### src/rtl/alu_pkg.sv
// alu_pkg: opcode encoding, opcode type and arbiter FSM states shared by
// the ALU datapath, the arbiter and the bus interface.
package alu_pkg;

  typedef logic [3:0] alu_op_t;

  localparam alu_op_t OP_ADD  = 4'd0;
  localparam alu_op_t OP_SUB  = 4'd1;
  localparam alu_op_t OP_SLT  = 4'd2;
  localparam alu_op_t OP_SLTU = 4'd3;
  localparam alu_op_t OP_XOR  = 4'd4;
  localparam alu_op_t OP_OR   = 4'd5;
  localparam alu_op_t OP_AND  = 4'd6;
  localparam alu_op_t OP_SLL  = 4'd7;
  localparam alu_op_t OP_SRL  = 4'd8;
  localparam alu_op_t OP_SRA  = 4'd9;

  typedef enum logic [1:0] {
    ST_IDLE = 2'd0,
    ST_EXEC = 2'd1,
    ST_RESP = 2'd2
  } state_e;

  // Opcodes 10..15 are undefined and complete with an error flag.
  function automatic logic is_legal_op(input alu_op_t op);
    return op <= OP_SRA;
  endfunction

endpackage

### src/rtl/alu_arbiter_if.sv
// alu_arbiter_if: request/response bus between two requesters and the
// shared ALU arbiter.
//   req0/req1 : valid/ready handshake carrying op_a, op_b and alu_op
//   rsp0/rsp1 : valid/ready handshake carrying data and err
//   o_busy    : arbiter is not idle
//   o_op_count: responses consumed so far (wrapping)
// Modports: slave = arbiter side, master = requester side.
interface alu_arbiter_if
  import alu_pkg::*;
#(
  parameter int CNT_W = 16
);

  logic             i_req0_valid;
  logic             o_req0_ready;
  logic [31:0]      i_req0_op_a;
  logic [31:0]      i_req0_op_b;
  alu_op_t          i_req0_alu_op;

  logic             i_req1_valid;
  logic             o_req1_ready;
  logic [31:0]      i_req1_op_a;
  logic [31:0]      i_req1_op_b;
  alu_op_t          i_req1_alu_op;

  logic             o_rsp0_valid;
  logic             i_rsp0_ready;
  logic [31:0]      o_rsp0_data;
  logic             o_rsp0_err;

  logic             o_rsp1_valid;
  logic             i_rsp1_ready;
  logic [31:0]      o_rsp1_data;
  logic             o_rsp1_err;

  logic             o_busy;
  logic [CNT_W-1:0] o_op_count;

  modport slave (
    input  i_req0_valid, i_req0_op_a, i_req0_op_b, i_req0_alu_op,
    input  i_req1_valid, i_req1_op_a, i_req1_op_b, i_req1_alu_op,
    input  i_rsp0_ready, i_rsp1_ready,
    output o_req0_ready, o_req1_ready,
    output o_rsp0_valid, o_rsp0_data, o_rsp0_err,
    output o_rsp1_valid, o_rsp1_data, o_rsp1_err,
    output o_busy, o_op_count
  );

  modport master (
    output i_req0_valid, i_req0_op_a, i_req0_op_b, i_req0_alu_op,
    output i_req1_valid, i_req1_op_a, i_req1_op_b, i_req1_alu_op,
    output i_rsp0_ready, i_rsp1_ready,
    input  o_req0_ready, o_req1_ready,
    input  o_rsp0_valid, o_rsp0_data, o_rsp0_err,
    input  o_rsp1_valid, o_rsp1_data, o_rsp1_err,
    input  o_busy, o_op_count
  );

endinterface

### src/rtl/alu.sv
// alu: purely combinational RV32I integer ALU.
//   i_op_a, i_op_b : operands
//   i_alu_op       : opcode (alu_pkg encoding)
//   o_alu_data     : result; 0 for undefined opcodes
module alu
  import alu_pkg::*;
(
  input  logic [31:0] i_op_a,
  input  logic [31:0] i_op_b,
  input  alu_op_t     i_alu_op,
  output logic [31:0] o_alu_data
);

  logic [4:0] shamt;
  assign shamt = i_op_b[4:0];

  always_comb begin
    // NOTE: default assignment first so every path drives the output and no latch is inferred.
    o_alu_data = '0;
    case (i_alu_op)
      OP_ADD:  o_alu_data = i_op_a + i_op_b;
      OP_SUB:  o_alu_data = i_op_a - i_op_b;
      OP_SLT:  o_alu_data = {31'd0, $signed(i_op_a) < $signed(i_op_b)};
      OP_SLTU: o_alu_data = {31'd0, i_op_a < i_op_b};
      OP_XOR:  o_alu_data = i_op_a ^ i_op_b;
      OP_OR:   o_alu_data = i_op_a | i_op_b;
      OP_AND:  o_alu_data = i_op_a & i_op_b;
      OP_SLL:  o_alu_data = i_op_a << shamt;
      OP_SRL:  o_alu_data = i_op_a >> shamt;
      OP_SRA:  o_alu_data = $unsigned($signed(i_op_a) >>> shamt);
      default: o_alu_data = '0;
    endcase
  end

endmodule

### src/rtl/alu_arbiter.sv
// alu_arbiter: two requesters share one ALU. One operation at a time goes
// IDLE (grant + accept) -> EXEC (compute) -> RESP (hold result until taken).
//   i_clk   : clock, rising edge
//   i_reset : asynchronous, active-high reset
//   bus     : alu_arbiter_if slave (requests, responses, busy, op count)
// RR_EN = 1 alternates on contention, RR_EN = 0 always favours requester 0.
module alu_arbiter
  import alu_pkg::*;
#(
  parameter bit RR_EN = 1'b1,
  parameter int CNT_W = 16
) (
  input logic          i_clk,
  input logic          i_reset,
  alu_arbiter_if.slave bus
);

  state_e           state_q;
  logic             grant_idx_q;
  logic             last_grant_q;
  logic [1:0]       rsp_valid_q;
  logic [1:0]       rsp_err_q;
  logic [31:0]      rsp_data_q [2];
  logic [CNT_W-1:0] count_q;
  logic [31:0]      op_a_q;
  logic [31:0]      op_b_q;
  alu_op_t          alu_op_q;

  logic [1:0]       req_valid;
  logic [1:0]       rsp_ready;
  logic             grant_d;
  logic             accept;
  logic [31:0]      op_a_d;
  logic [31:0]      op_b_d;
  alu_op_t          alu_op_d;
  logic [31:0]      alu_data;

  assign req_valid = {bus.i_req1_valid, bus.i_req0_valid};
  assign rsp_ready = {bus.i_rsp1_ready, bus.i_rsp0_ready};

  // Winner among the currently valid requesters.
  always_comb begin
    grant_d = 1'b0;
    if (req_valid == 2'b10) begin
      grant_d = 1'b1;
    end else if (req_valid == 2'b11) begin
      grant_d = RR_EN ? ~last_grant_q : 1'b0;
    end
  end

  // Readies are combinational in IDLE and forced low while reset is held.
  assign accept = (state_q == ST_IDLE) && (req_valid != 2'b00) && !i_reset;

  assign bus.o_req0_ready = accept && !grant_d;
  assign bus.o_req1_ready = accept &&  grant_d;

  assign op_a_d   = grant_d ? bus.i_req1_op_a   : bus.i_req0_op_a;
  assign op_b_d   = grant_d ? bus.i_req1_op_b   : bus.i_req0_op_b;
  assign alu_op_d = grant_d ? bus.i_req1_alu_op : bus.i_req0_alu_op;

  alu u_alu (
    .i_op_a     (op_a_q),
    .i_op_b     (op_b_q),
    .i_alu_op   (alu_op_q),
    .o_alu_data (alu_data)
  );

  // NOTE: operand registers carry no reset; they are always loaded on accept before EXEC reads them.
  always_ff @(posedge i_clk) begin
    if (accept) begin
      op_a_q   <= op_a_d;
      op_b_q   <= op_b_d;
      alu_op_q <= alu_op_d;
    end
  end

  // NOTE: non-blocking assignments so every register samples pre-edge values.
  always_ff @(posedge i_clk or posedge i_reset) begin
    if (i_reset) begin
      state_q       <= ST_IDLE;
      grant_idx_q   <= 1'b0;
      last_grant_q  <= 1'b1;  // requester 0 wins the first contention
      rsp_valid_q   <= '0;
      rsp_err_q     <= '0;
      rsp_data_q[0] <= '0;
      rsp_data_q[1] <= '0;
      count_q       <= '0;
    end else begin
      case (state_q)
        ST_IDLE: begin
          if (accept) begin
            grant_idx_q  <= grant_d;
            last_grant_q <= grant_d;
            state_q      <= ST_EXEC;
          end
        end
        ST_EXEC: begin
          // Only the granted response lane is written; the other holds.
          rsp_data_q[grant_idx_q]  <= alu_data;
          rsp_err_q[grant_idx_q]   <= !is_legal_op(alu_op_q);
          rsp_valid_q[grant_idx_q] <= 1'b1;
          state_q                  <= ST_RESP;
        end
        ST_RESP: begin
          if (rsp_ready[grant_idx_q]) begin
            rsp_valid_q[grant_idx_q] <= 1'b0;
            count_q                  <= count_q + CNT_W'(1);
            state_q                  <= ST_IDLE;
          end
        end
        default: state_q <= ST_IDLE;
      endcase
    end
  end

  assign bus.o_rsp0_valid = rsp_valid_q[0];
  assign bus.o_rsp1_valid = rsp_valid_q[1];
  assign bus.o_rsp0_data  = rsp_data_q[0];
  assign bus.o_rsp1_data  = rsp_data_q[1];
  assign bus.o_rsp0_err   = rsp_err_q[0];
  assign bus.o_rsp1_err   = rsp_err_q[1];
  assign bus.o_busy       = (state_q != ST_IDLE);
  assign bus.o_op_count   = count_q;

endmodule

### src/flat_wrapper.sv
// flat-port wrapper written by rule: the top's interface ports become plain ports
module alu_arbiter_flat import alu_pkg::*;
#(
  parameter bit RR_EN = 1'b1,
  parameter int CNT_W = 16
)
  (i_clk, i_reset, bus_i_req0_valid, bus_i_req0_op_a, bus_i_req0_op_b, bus_i_req0_alu_op, bus_i_req1_valid, bus_i_req1_op_a, bus_i_req1_op_b, bus_i_req1_alu_op, bus_i_rsp0_ready, bus_i_rsp1_ready, bus_o_req0_ready, bus_o_req1_ready, bus_o_rsp0_valid, bus_o_rsp0_data, bus_o_rsp0_err, bus_o_rsp1_valid, bus_o_rsp1_data, bus_o_rsp1_err, bus_o_busy, bus_o_op_count);
  alu_arbiter_if #(.CNT_W(CNT_W)) bus_i ();
  input logic i_clk;
  input logic i_reset;
  input wire logic [$bits(bus_i.i_req0_valid)-1:0] bus_i_req0_valid;
  input wire logic [$bits(bus_i.i_req0_op_a)-1:0] bus_i_req0_op_a;
  input wire logic [$bits(bus_i.i_req0_op_b)-1:0] bus_i_req0_op_b;
  input wire logic [$bits(bus_i.i_req0_alu_op)-1:0] bus_i_req0_alu_op;
  input wire logic [$bits(bus_i.i_req1_valid)-1:0] bus_i_req1_valid;
  input wire logic [$bits(bus_i.i_req1_op_a)-1:0] bus_i_req1_op_a;
  input wire logic [$bits(bus_i.i_req1_op_b)-1:0] bus_i_req1_op_b;
  input wire logic [$bits(bus_i.i_req1_alu_op)-1:0] bus_i_req1_alu_op;
  input wire logic [$bits(bus_i.i_rsp0_ready)-1:0] bus_i_rsp0_ready;
  input wire logic [$bits(bus_i.i_rsp1_ready)-1:0] bus_i_rsp1_ready;
  output wire logic [$bits(bus_i.o_req0_ready)-1:0] bus_o_req0_ready;
  output wire logic [$bits(bus_i.o_req1_ready)-1:0] bus_o_req1_ready;
  output wire logic [$bits(bus_i.o_rsp0_valid)-1:0] bus_o_rsp0_valid;
  output wire logic [$bits(bus_i.o_rsp0_data)-1:0] bus_o_rsp0_data;
  output wire logic [$bits(bus_i.o_rsp0_err)-1:0] bus_o_rsp0_err;
  output wire logic [$bits(bus_i.o_rsp1_valid)-1:0] bus_o_rsp1_valid;
  output wire logic [$bits(bus_i.o_rsp1_data)-1:0] bus_o_rsp1_data;
  output wire logic [$bits(bus_i.o_rsp1_err)-1:0] bus_o_rsp1_err;
  output wire logic [$bits(bus_i.o_busy)-1:0] bus_o_busy;
  output wire logic [$bits(bus_i.o_op_count)-1:0] bus_o_op_count;
  assign bus_i.i_req0_valid = bus_i_req0_valid;
  assign bus_i.i_req0_op_a = bus_i_req0_op_a;
  assign bus_i.i_req0_op_b = bus_i_req0_op_b;
  assign bus_i.i_req0_alu_op = bus_i_req0_alu_op;
  assign bus_i.i_req1_valid = bus_i_req1_valid;
  assign bus_i.i_req1_op_a = bus_i_req1_op_a;
  assign bus_i.i_req1_op_b = bus_i_req1_op_b;
  assign bus_i.i_req1_alu_op = bus_i_req1_alu_op;
  assign bus_i.i_rsp0_ready = bus_i_rsp0_ready;
  assign bus_i.i_rsp1_ready = bus_i_rsp1_ready;
  assign bus_o_req0_ready = bus_i.o_req0_ready;
  assign bus_o_req1_ready = bus_i.o_req1_ready;
  assign bus_o_rsp0_valid = bus_i.o_rsp0_valid;
  assign bus_o_rsp0_data = bus_i.o_rsp0_data;
  assign bus_o_rsp0_err = bus_i.o_rsp0_err;
  assign bus_o_rsp1_valid = bus_i.o_rsp1_valid;
  assign bus_o_rsp1_data = bus_i.o_rsp1_data;
  assign bus_o_rsp1_err = bus_i.o_rsp1_err;
  assign bus_o_busy = bus_i.o_busy;
  assign bus_o_op_count = bus_i.o_op_count;
  alu_arbiter #(.RR_EN(RR_EN), .CNT_W(CNT_W)) u_core (.i_clk(i_clk), .i_reset(i_reset), .bus(bus_i));
endmodule
### config.mk
export PLATFORM = sky130hd
export DESIGN_NAME = alu_arbiter_flat
export DESIGN_NICKNAME = d
export VERILOG_FILES = /design/src/rtl/alu_pkg.sv /design/src/rtl/alu_arbiter_if.sv /design/src/rtl/alu.sv /design/src/rtl/alu_arbiter.sv /design/src/flat_wrapper.sv
export SDC_FILE = /design/constraint.sdc
export NUM_CORES = 1
export LEC_CHECK = 0
export ABC_AREA = 1
export ABC_CLOCK_PERIOD_IN_PS = 9100
export CAP_MARGIN = 20
export CELL_PAD_IN_SITES_DETAIL_PLACEMENT = 1
export CELL_PAD_IN_SITES_GLOBAL_PLACEMENT = 1
export CORE_MARGIN = 4
export CORE_UTILIZATION = 43
export CTS_BUF_LIST = sky130_fd_sc_hd__clkbuf_4 sky130_fd_sc_hd__clkbuf_8
export CTS_CLUSTER_SIZE = 16
export DETAILED_ROUTE_END_ITERATION = 10
export PLACE_DENSITY = 0.93
export SKIP_CTS_REPAIR_TIMING = 1
export SLEW_MARGIN = 40
export SYNTH_ARGS = -nofsm -noshare
export SYNTH_HDL_FRONTEND = slang
export SYNTH_SLANG_ARGS = --single-unit
### constraint.sdc
create_clock -name i_clk -period 9.1 [get_ports i_clk]
set_clock_uncertainty 0.1 [all_clocks]
set_input_delay 1.82 -clock i_clk [delete_from_list [all_inputs] [get_ports i_clk]]
set_output_delay 1.82 -clock i_clk [all_outputs]
set_load 0.02 [all_outputs]
After elaboration in Yosys (flattened, before gate mapping)
Index checks and enable logic that the tools add are counted.

storage, ports and cells
  output and inout port bits = 87
  bits in writable memories = 0
  bits in registers = 156
  logic and storage cells = 84
  bits in read-only memories = 0
  latch bits = 0
  memories = 0
  input bits = 142

operators by class
  reduce and logical (&&, ||, !) cells = 18
  multipliers = 0
  multiplexer cells = 19
  eq/ne operators = 15
  bitwise gates (word level) = 8
  divide/modulo/power cells = 0
  order comparisons = 7
  add/subtract/negate cells = 3
  shifts and indexed selects = 3

operators by type and width
  cell                                                 number
  case mux 32 bit (10 select lines)                    1
  two-way mux 32 bit                                   3
  bitwise mux 64 bit                                   1
  < comparator 32 bit                                  2
  adder 32 bit                                         1
  bitwise AND 32 bit                                   1
  demux 32 bit (select 1 bit)                          1
  bitwise OR 32 bit                                    1
  << shifter 32 x 5 -> 32 bit                          1
  >> shifter 32 x 5 -> 32 bit                          1
  >>> shifter 32 x 5 -> 32 bit                         1
  subtractor 32 bit                                    1
  bitwise XOR 32 bit                                   1
  adder 16 x 1 -> 16 bit, second input constant        1
  equality test 4 x 3 -> 1 bit, second input constant  4
  equality test 4 x 2 -> 1 bit, second input constant  2
  equality test 4 bit, second input constant           2
  AND reduction 2 bit                                  4
  equality test 2 bit, second input constant           3
  logical AND 1 bit                                    6
  two-way mux 2 bit                                    3
  case mux 2 bit (3 select lines)                      1
  nonzero test 2 bit                                   3
  two-way mux 1 bit                                    5
  other kinds (20)                                     23

Depth between registers and ports, before layout
Gate-level depths: netlist of run 1.

  word-level depth = 8
  mapped depth = 21
  depth with buffers taken out = 18

Modules after synthesis
A second synthesis of run 1 with hierarchy kept.

unflattened totals
  cells, all modules = 2815
  area, all modules = 16808.6 µm²

by module, submodules not included
  module       times used  cells an instance  seq. area each (µm²)  area each (µm²)
  alu          1           2125               0.0                   10254.8
  alu_arbiter  1           690                4245.3                6553.8

Least setup slack after synthesis of run 1
Ideal clock, no wire load.

  path type = input-to-reg
  start = input port i_reset
  end = register u_core.alu_op_q[0] (enable)
  cell stages on the path = 1
  setup time = 0.578 ns
  data arrival time = 6.558 ns
  setup slack = 1.864 ns
  cell sequence = nor3_1

on the way
  cells in the longest elaborated chain, start to end = 2

RTL lines
  element                 RTL line            RTL
  start: declaration      flat_wrapper.sv:10  input logic i_reset;
  logical NOT 1 bit       alu_arbiter.sv:52   assign accept = (state_q == ST_IDLE) && (req_valid != 2'b00) && !i_reset;
  logical AND 1 bit       alu_arbiter.sv:52
  end signal: assignment  alu_arbiter.sv:73   alu_op_q <= alu_op_d;
  end: declaration        alu_arbiter.sv:27   alu_op_t alu_op_q;

Every way passes these cells.
A chain may end at the register's enable or synchronous reset.

Final worst setup path of run 1
  start = input port bus_i_req1_valid
  end = output port bus_o_req0_ready

on the way
  cells in the longest elaborated chain, start to end = 5
  elaborated cells on any way between the ends = 9
  classes of those cells = eq/ne (2); mux (2); reduce/logical (5)

RTL lines
  element                RTL line            RTL
  start: declaration     flat_wrapper.sv:15  input wire logic [$bits(bus_i.i_req1_valid)-1:0] bus_i_req1_valid;
  equality test 2 bit    alu_arbiter.sv:46   end else if (req_valid == 2'b11) begin
  two-way mux 1 bit      alu_arbiter.sv:46
  two-way mux 1 bit      alu_arbiter.sv:44   if (req_valid == 2'b10) begin
  logical NOT 1 bit      alu_arbiter.sv:54   assign bus.o_req0_ready = accept && !grant_d;
  logical AND 1 bit (*)  alu_arbiter.sv:54
  end: declaration       flat_wrapper.sv:21  output wire logic [$bits(bus_i.o_req0_ready)-1:0] bus_o_req0_ready;

Every way passes the cells marked *; elsewhere a longest branch is shown, timed or not.

==> results of run 1 <==
[path summary, 6_finish.rpt]
path                                                   end                        from  cells past startpoint
worst min-delay path            u_core.bus.o_rsp1_data[20]  u_core.bus.o_rsp1_data[20]                      2
min in group asynchronous                u_core.state_q[1]                     i_reset                      3
max in group asynchronous       u_core.bus.o_rsp1_data[23]                     i_reset                      3
worst min register to register  u_core.bus.o_rsp1_data[20]  u_core.bus.o_rsp1_data[20]                      2
worst max register to register   u_core.bus.o_rsp0_data[7]            u_core.op_b_q[2]                     15
worst max-delay path                      bus_o_req0_ready            bus_i_req1_valid                      6
[cell families after synthesis]
logic type / Yosys count / synth area share
and+or+nand+nor: 1831 / 0.4705
buffers and inverters: 426 / 0.1053
adders and majority gates: 103 / 0.07914
DFF: 156 / 0.2577
AOI/OAI and AO/OA: 222 / 0.07731
xor gates and xnor gates: 19 / 0.01010
[power by group]
group	switching (mW)	internal, mW	total (mW)
combinational	2.01	0.872	2.88
clock	0.361	0.264	0.624
sequential	0.201	0.960	1.16
[layout by cell type, fill, tap and decap left out, types with 4 or more instances in the layout]
cell type        Yosys  final
o221ai_1             4      4
a211oi_1             6      6
nor2_1             155    153
xnor2_1              6      6
a21oi_1             86     86
o211ai_1            15     15
o21ai_0             63     63
buf_4               10     15
nand2_1           1147   1146
o21bai_1             9      9
o21ai_1              7      7
edfxtp_1            68     68
and2_1               6      6
inv_8                0      5
nor2_2               4      6
nand4_1             30     30
inv_6                0      4
xor2_1              13     13
nor3_1              19     18
nand2_2             10     11
inv_1              295    292
clkbuf_8             0     19
ha_1               101    101
clkdlybuf4s50_1      0    228
nor2_4              11     11
o22ai_1             22     22
dfrtp_1             87     87
nor3_2               4      5
inv_2               12     14
nand3_1            433    433
[worst reg2reg max path, delay by kind of cell (launching register included)]
family	cells	cell delay, ns
simple gates	9	1.64
buf+inv	4	1.20
fa+ha+maj	1	0.59
flops	1	0.34
compound gates	1	0.23
[cells in the mapped netlist, types with 9 or more instances]
master / number / area share
clkbuf_1: 36 / 0.0082
nor3_1: 19 / 0.0058
edfxtp_1: 68 / 0.12
buf_1: 11 / 0.0025
nor2_4: 11 / 0.0075
dfrtp_1: 87 / 0.13
inv_2: 12 / 0.0027
xor2_1: 13 / 0.0069
nand2_2: 10 / 0.0038
o21bai_1: 9 / 0.0041
nand2_1: 1147 / 0.26
nand4_1: 30 / 0.011
buf_4: 10 / 0.0046
nor2_1: 155 / 0.035
inv_1: 295 / 0.067
o22ai_1: 22 / 0.0084
ha_1: 101 / 0.077
nand3_1: 433 / 0.13
buf_2: 55 / 0.017
o211ai_1: 15 / 0.0068
o21ai_0: 63 / 0.019
a21oi_1: 86 / 0.026
[sequential cells by signal, summed over array words and instances, names as in the netlist, named ones only]
signal and count:
u_core.state_q 2, u_core.bus.o_op_count 16, u_core.rsp_err_q 2, u_core.last_grant_q 1, u_core.op_b_q 32, u_core.alu_op_q 4, u_core.grant_idx_q 1, u_core.bus.o_rsp1_data 32
u_core.bus.o_rsp0_data 32, u_core.op_a_q 32
[metal layers]
metal / track usage / routed length [um] / share of wire / up-vias
met3: 0.05836 / 6517 / 0.078 / 228
met4: 0.1901 / 4574 / 0.055 / 4
met2: 0.6514 / 39110 / 0.47 / 948
met1: 0.5065 / 32840 / 0.40 / 9814
met5: 0 / 26 / 0.00031 / -
li1: - / - / - / 9129
[per-stage QoR]
stage | hold slack, ns | power (mW) | instance area (um^2)
3_5_place_dp | 0.3697 | 3.958 | 18980
5_1_grt | 0.4201 | 4.925 | 19420
4_1_cts | 0.3984 | 4.594 | 19400
2_1_floorplan | 0.3679 | 2.785 | 16470
3_3_place_gp | 0.3575 | 3.839 | 18970
6_report | 0.3958 | 4.670 | 19420
[final cells by class]
type                       instances  area, um^2
multi-input combinational       2175       10510
clock inverter                    14       173.9
clock buffer                      18       247.7
sequential                       156        4245
inverter                         310        1170
tap                              511       639.4
timing repair buffer             246        2440
fill                            5240       18330
==> metrics, run 1 <==
status complete, no violations; Warnings, synthesis 0; Crit-path slowest cell clkdlybuf4s50_1; DR WL/cell roughly 24 um; final setup margin 3.493 ns; fin util 0.5145; Final Hold Violating Endpoints 0; FP Rows 71; die area 41510 um^2; Final period util 0.6161; Crit path max-delay family buffers and inverters; number of vias per cell 5.867; clk root buf clkbuf_8; reg2reg setup slack 4.91 ns; CP bufs+invs 3; Top FF cell, synth dfrtp_1; Overflow after GRT 0; final std cells w/o fill 3430; number of flops mapped to enable cells by yosys 68; share of layout cells above drive strength 1 0.03734; Netlist cell types 52; clk_lat worst skew 0.57 ns; actual slew at the worst max-slew pin 0.9030 ns; highest clock rate 0.1784 GHz; total number of vias 20120; Yosys reg bits between 150 and 200; Longest Clk Path Bufs 2; CP Capture Type output pin; first-pass GRT wire length 124700 um; PortBufs 228; post-route setup TNS 0 ns; CTS tree yes; initial core utilization 0.4364; vias in the first global route 20640; max-slew violation count 0; GRT Resource Usage Total 0.3941; Post-Syn Instances about 2800; Core Footprint 37760 um^2; Final GP Congestion 1.029; critical path's largest stage delay 0.65 ns; MaxCap Viol Count 0; dpl ws 3.173 ns; setup violators final 0; Synth Cell Area 16470 um^2; RSZ-0062 raised after global routing no; critical path class in2out; Area Growth Syn to Fin 17.90%; die width ~200 um; async set-or-reset flop fraction in the synthesized netlist 0.5641; peak supply drop roughly 150 uV; DPL Wire Length 65770 um; Worst-path clk slew 0.09 ns; Cell Pwr Density 240.4 nW/um^2; crit path cell chain clkdlybuf4s50_1 -> nor2_1 -> nor3_1 -> inv_1 -> nor2_1 -> clkdlybuf4s50_1; DRT iter0 DRCs ~2000; sequential fraction of the synthesis area 0.2577; Lkg Pwr 10.13 nW; Boundary Pins about 230; HP Class reg2reg; CTS Buf Count 17; final wirelength around 83000 um; Data required, critical path between 7 and 8 ns; Max-slew headroom 0.3963; nets about 3200; antenna violations before repair 2; DR pass1 iterations 5; ant diodes 0; Setup crit start kind input port; antenna-violating nets left 0; largest net degree at the start of global routing 89; post-synthesis area per instance 5.976 um^2; Placed Cells 3397; CTS Sinks 156; syn_nets roughly 3000; Final Critical Period 5.607 ns; Remaining DRCs 0; Die H 203.7 um; CTS H-tree depth 4; worst-path maximum fanout 5; Critical Path AT 3.69 ns
Power figures use the tool's default switching activity.
==> run 2, diff against run 1 <==
--- a/config.mk
+++ b/config.mk
@@ -6,16 +6,16 @@
 export NUM_CORES = 1
 export LEC_CHECK = 0
 export ABC_AREA = 1
-export ABC_CLOCK_PERIOD_IN_PS = 9100
+export ABC_CLOCK_PERIOD_IN_PS = 5450
 export CAP_MARGIN = 20
 export CELL_PAD_IN_SITES_DETAIL_PLACEMENT = 1
 export CELL_PAD_IN_SITES_GLOBAL_PLACEMENT = 1
 export CORE_MARGIN = 4
-export CORE_UTILIZATION = 43
+export CORE_UTILIZATION = 40
 export CTS_BUF_LIST = sky130_fd_sc_hd__clkbuf_4 sky130_fd_sc_hd__clkbuf_8
 export CTS_CLUSTER_SIZE = 16
 export DETAILED_ROUTE_END_ITERATION = 10
-export PLACE_DENSITY = 0.93
+export PLACE_DENSITY = 0.87
 export SKIP_CTS_REPAIR_TIMING = 1
 export SLEW_MARGIN = 40
 export SYNTH_ARGS = -nofsm -noshare
==> constraint.sdc (replaced) <==
create_clock -name i_clk -period 5.45 [get_ports i_clk]
set_clock_uncertainty 0.1 [all_clocks]
set_input_delay 1.09 -clock i_clk [delete_from_list [all_inputs] [get_ports i_clk]]
set_output_delay 1.09 -clock i_clk [all_outputs]
set_load 0.02 [all_outputs]
==> run 2 against run 1 <==
Compared with the run above: worst hold slack lost 0.0066 ns; critical endpoint is now bus_o_req1_ready; cell area is essentially flat; power grew 63%.
==> metrics, run 2 (same netlist as run 1, synthesis figures left out) <==
DPL Wire Length 65250 um (-0.79%); die width 210.9 um (+3.5%); Data required, critical path 4.26 ns (-2.92 ns); Reg power frac 0.254 (+0.005); actual slew at the worst max-slew pin 0.8502 ns (-0.05274 ns); PortBufs 228 (unchanged); dpl ws 1.288 ns (-1.885 ns); CP Capture Type output pin; Area Growth Syn to Fin 17.91% (about the same); Cell Pwr Density 390.7 nW/um^2 (+63%); highest clock rate 0.2387 GHz; status complete, no violations; most frequent cells in the layout 1146 x nand2_1, 433 x nand3_1, 292 x inv_1; Final period util 0.7688; DR WL/cell 23.28 um (-3.9%); crit path cell chain clkdlybuf4s50_1 -> nor2_1 -> nor3_1 -> inv_1 -> nor2_1 -> clkdlybuf4s50_1; CTS tree yes; switch share 0.5514 (about the same); CP bufs+invs 3 (unchanged); GRT Resource Usage Total 0.3555 (-0.03857); clk root buf clkbuf_8; Boundary Pins 229 (unchanged); vias in the first global route 19890 (-3.7%); max-slew violation count 0 (unchanged); Worst-path clk slew 0.09 ns (about the same); Remaining DRCs 0 (unchanged); R2R cell count 15 (unchanged); total number of vias 19470 (-3.3%); worst-path maximum fanout 5 (unchanged); Lkg Pwr 10.11 nW (-0.22%); Overflow after GRT 0 (unchanged); Net Switching 4.185 mW (+63%); Final Critical Period around 4.2 ns; initial core utilization 0.4044 (-0.03196); Clk pwr share 0.125 (-0.009); Int Power 3.405 mW (+62%); Critical Path AT 3.00 ns (-0.69 ns); share of layout cells above drive strength 1 0.03734 (unchanged); die area 44500 um^2 (+7.2%); Multi-input gate area 10510 um^2 (about the same); CP Depth 6 (unchanged); commonest non-fill, non-tap cell in the layout nand2_1; Max-slew headroom 0.4316 (+0.03526); first-pass GRT wire length 120300 um (-3.5%); DR pass1 iterations 5 (unchanged); Sequential Area 4245 um^2 (unchanged); Die H 210.9 um (+3.5%); FP Rows 74 (+4.2%); nets 3151 (unchanged); fillers 5610 (+7.1%); critical path class in2out; critical path's largest stage delay 0.67 ns (+0.02 ns); RSZ-0062 raised after global routing no; final wirelength 80380 um (-3.2%); post-route setup TNS 0 ns (unchanged); number of vias per cell 5.639 (-3.9%); Final Hold Violating Endpoints 0 (unchanged); Final GP Congestion 1.009 (-2.0%); peak supply drop 275.1 uV (+79%); antenna violations before repair 1 (-1); antenna-violating nets left 0 (unchanged); Crit-path slowest cell clkdlybuf4s50_1; final setup margin 1.260 ns (-2.233 ns); Combinational Power Share 0.622 (+0.004); clk_lat worst skew 0.56 ns (about the same); CTS Buf Count 17 (unchanged); Longest Clk Path Bufs 2 (unchanged); Crit path max-delay family buffers and inverters; setup violators final 0 (unchanged); Setup crit start kind input port; largest net degree at the start of global routing 69 (-22%); MaxCap Viol Count 0 (unchanged); DRT iter0 DRCs 1628 (-20%); CTS H-tree depth 4 (unchanged); hold depth 2 (unchanged); Core Footprint 40740 um^2 (+7.9%); HP Class reg2reg; CTS Sinks 156 (unchanged)
==> run 2: changes by cell type in the layout (fill, tap and decap cells not counted), moves of 2 or more <==
cell / change
clkinv_8: +3
bufinv_16: -2
buf_4: +2
clkbuf_8: -2
==> run 2: area by class of cell <==
class,count,area share
multi-input cells,2175,0.5413
repair buffers,246,0.1246
well taps,532,0.03427
inverters,310,0.06042
clock inverters,15,0.008696
clock buffers,17,0.01205
flip-flops and latches,156,0.2186
diodes,1,0.0001288
==> run 2: metal layers <==
layer  GRT usage  part of all wire  up-vias
li1            -                 -     9128
met1      0.4747              0.43     9539
met2      0.5931              0.47      657
met3     0.04471             0.058      141
met4      0.1312             0.039        0
met5           0                 0        -
==> run 2: worst paths after layout <==
| path | from | endpoint | slack [ns] |
|---|---|---|---|
| worst max-delay path | bus_i_req1_valid | bus_o_req1_ready | 1.26 |
| worst min-delay path | u_core.rsp_err_q[0] | u_core.rsp_err_q[0] | 0.39 |
| worst max register to register | u_core.op_b_q[0] | u_core.bus.o_rsp0_data[18] | 2.06 |
| worst min register to register | u_core.rsp_err_q[0] | u_core.rsp_err_q[0] | 0.39 |
| max in group asynchronous | i_reset | u_core.bus.o_rsp1_data[27] | 3.42 |
| min in group asynchronous | i_reset | u_core.bus.o_rsp1_data[0] | 0.92 |
==> run 2: power by group through the flow <==
stage	logic (mW)	registers, mW	clock network, mW
floorplan	2.55	2.09	0
global placement	4.50	1.92	0
detailed placement	4.63	1.94	0
CTS	4.66	1.91	0.960
global route	5.12	1.95	1.00
finish	4.72	1.93	0.946
==> run 2: stage by stage <==
step / utilization / std cells / area (um^2) / hold slack (ns) / total power, mW
floorplan: - / 2757 / 16480 / 0.3679 / 4.643
global placement: 0.4667 / 3419 / 19010 / 0.3617 / 6.411
detailed placement: 0.4669 / 3419 / 19020 / 0.3688 / 6.566
CTS: 0.4768 / 3451 / 19420 / 0.3937 / 7.534
global route: 0.4768 / 3452 / 19420 / 0.4244 / 8.079
finish: 0.4768 / 3452 / 19420 / 0.3891 / 7.590
==> run 2: worst reg2reg max path: stages, from the launching register on <==
cell and delay, ns:
edfxtp_1 0.78, ha_1 0.26, inv_1 0.09, fa_1 0.39, nand2_1 0.18, nand2_1 0.08
nand3_1 0.10, nand2_1 0.17, nand2_1 0.14, nand2_1 0.13, nand2_1 0.12, nand3_1 0.15
nand3_1 0.14, nand2_1 0.07, nor2_1 0.26, o21ai_1 0.10
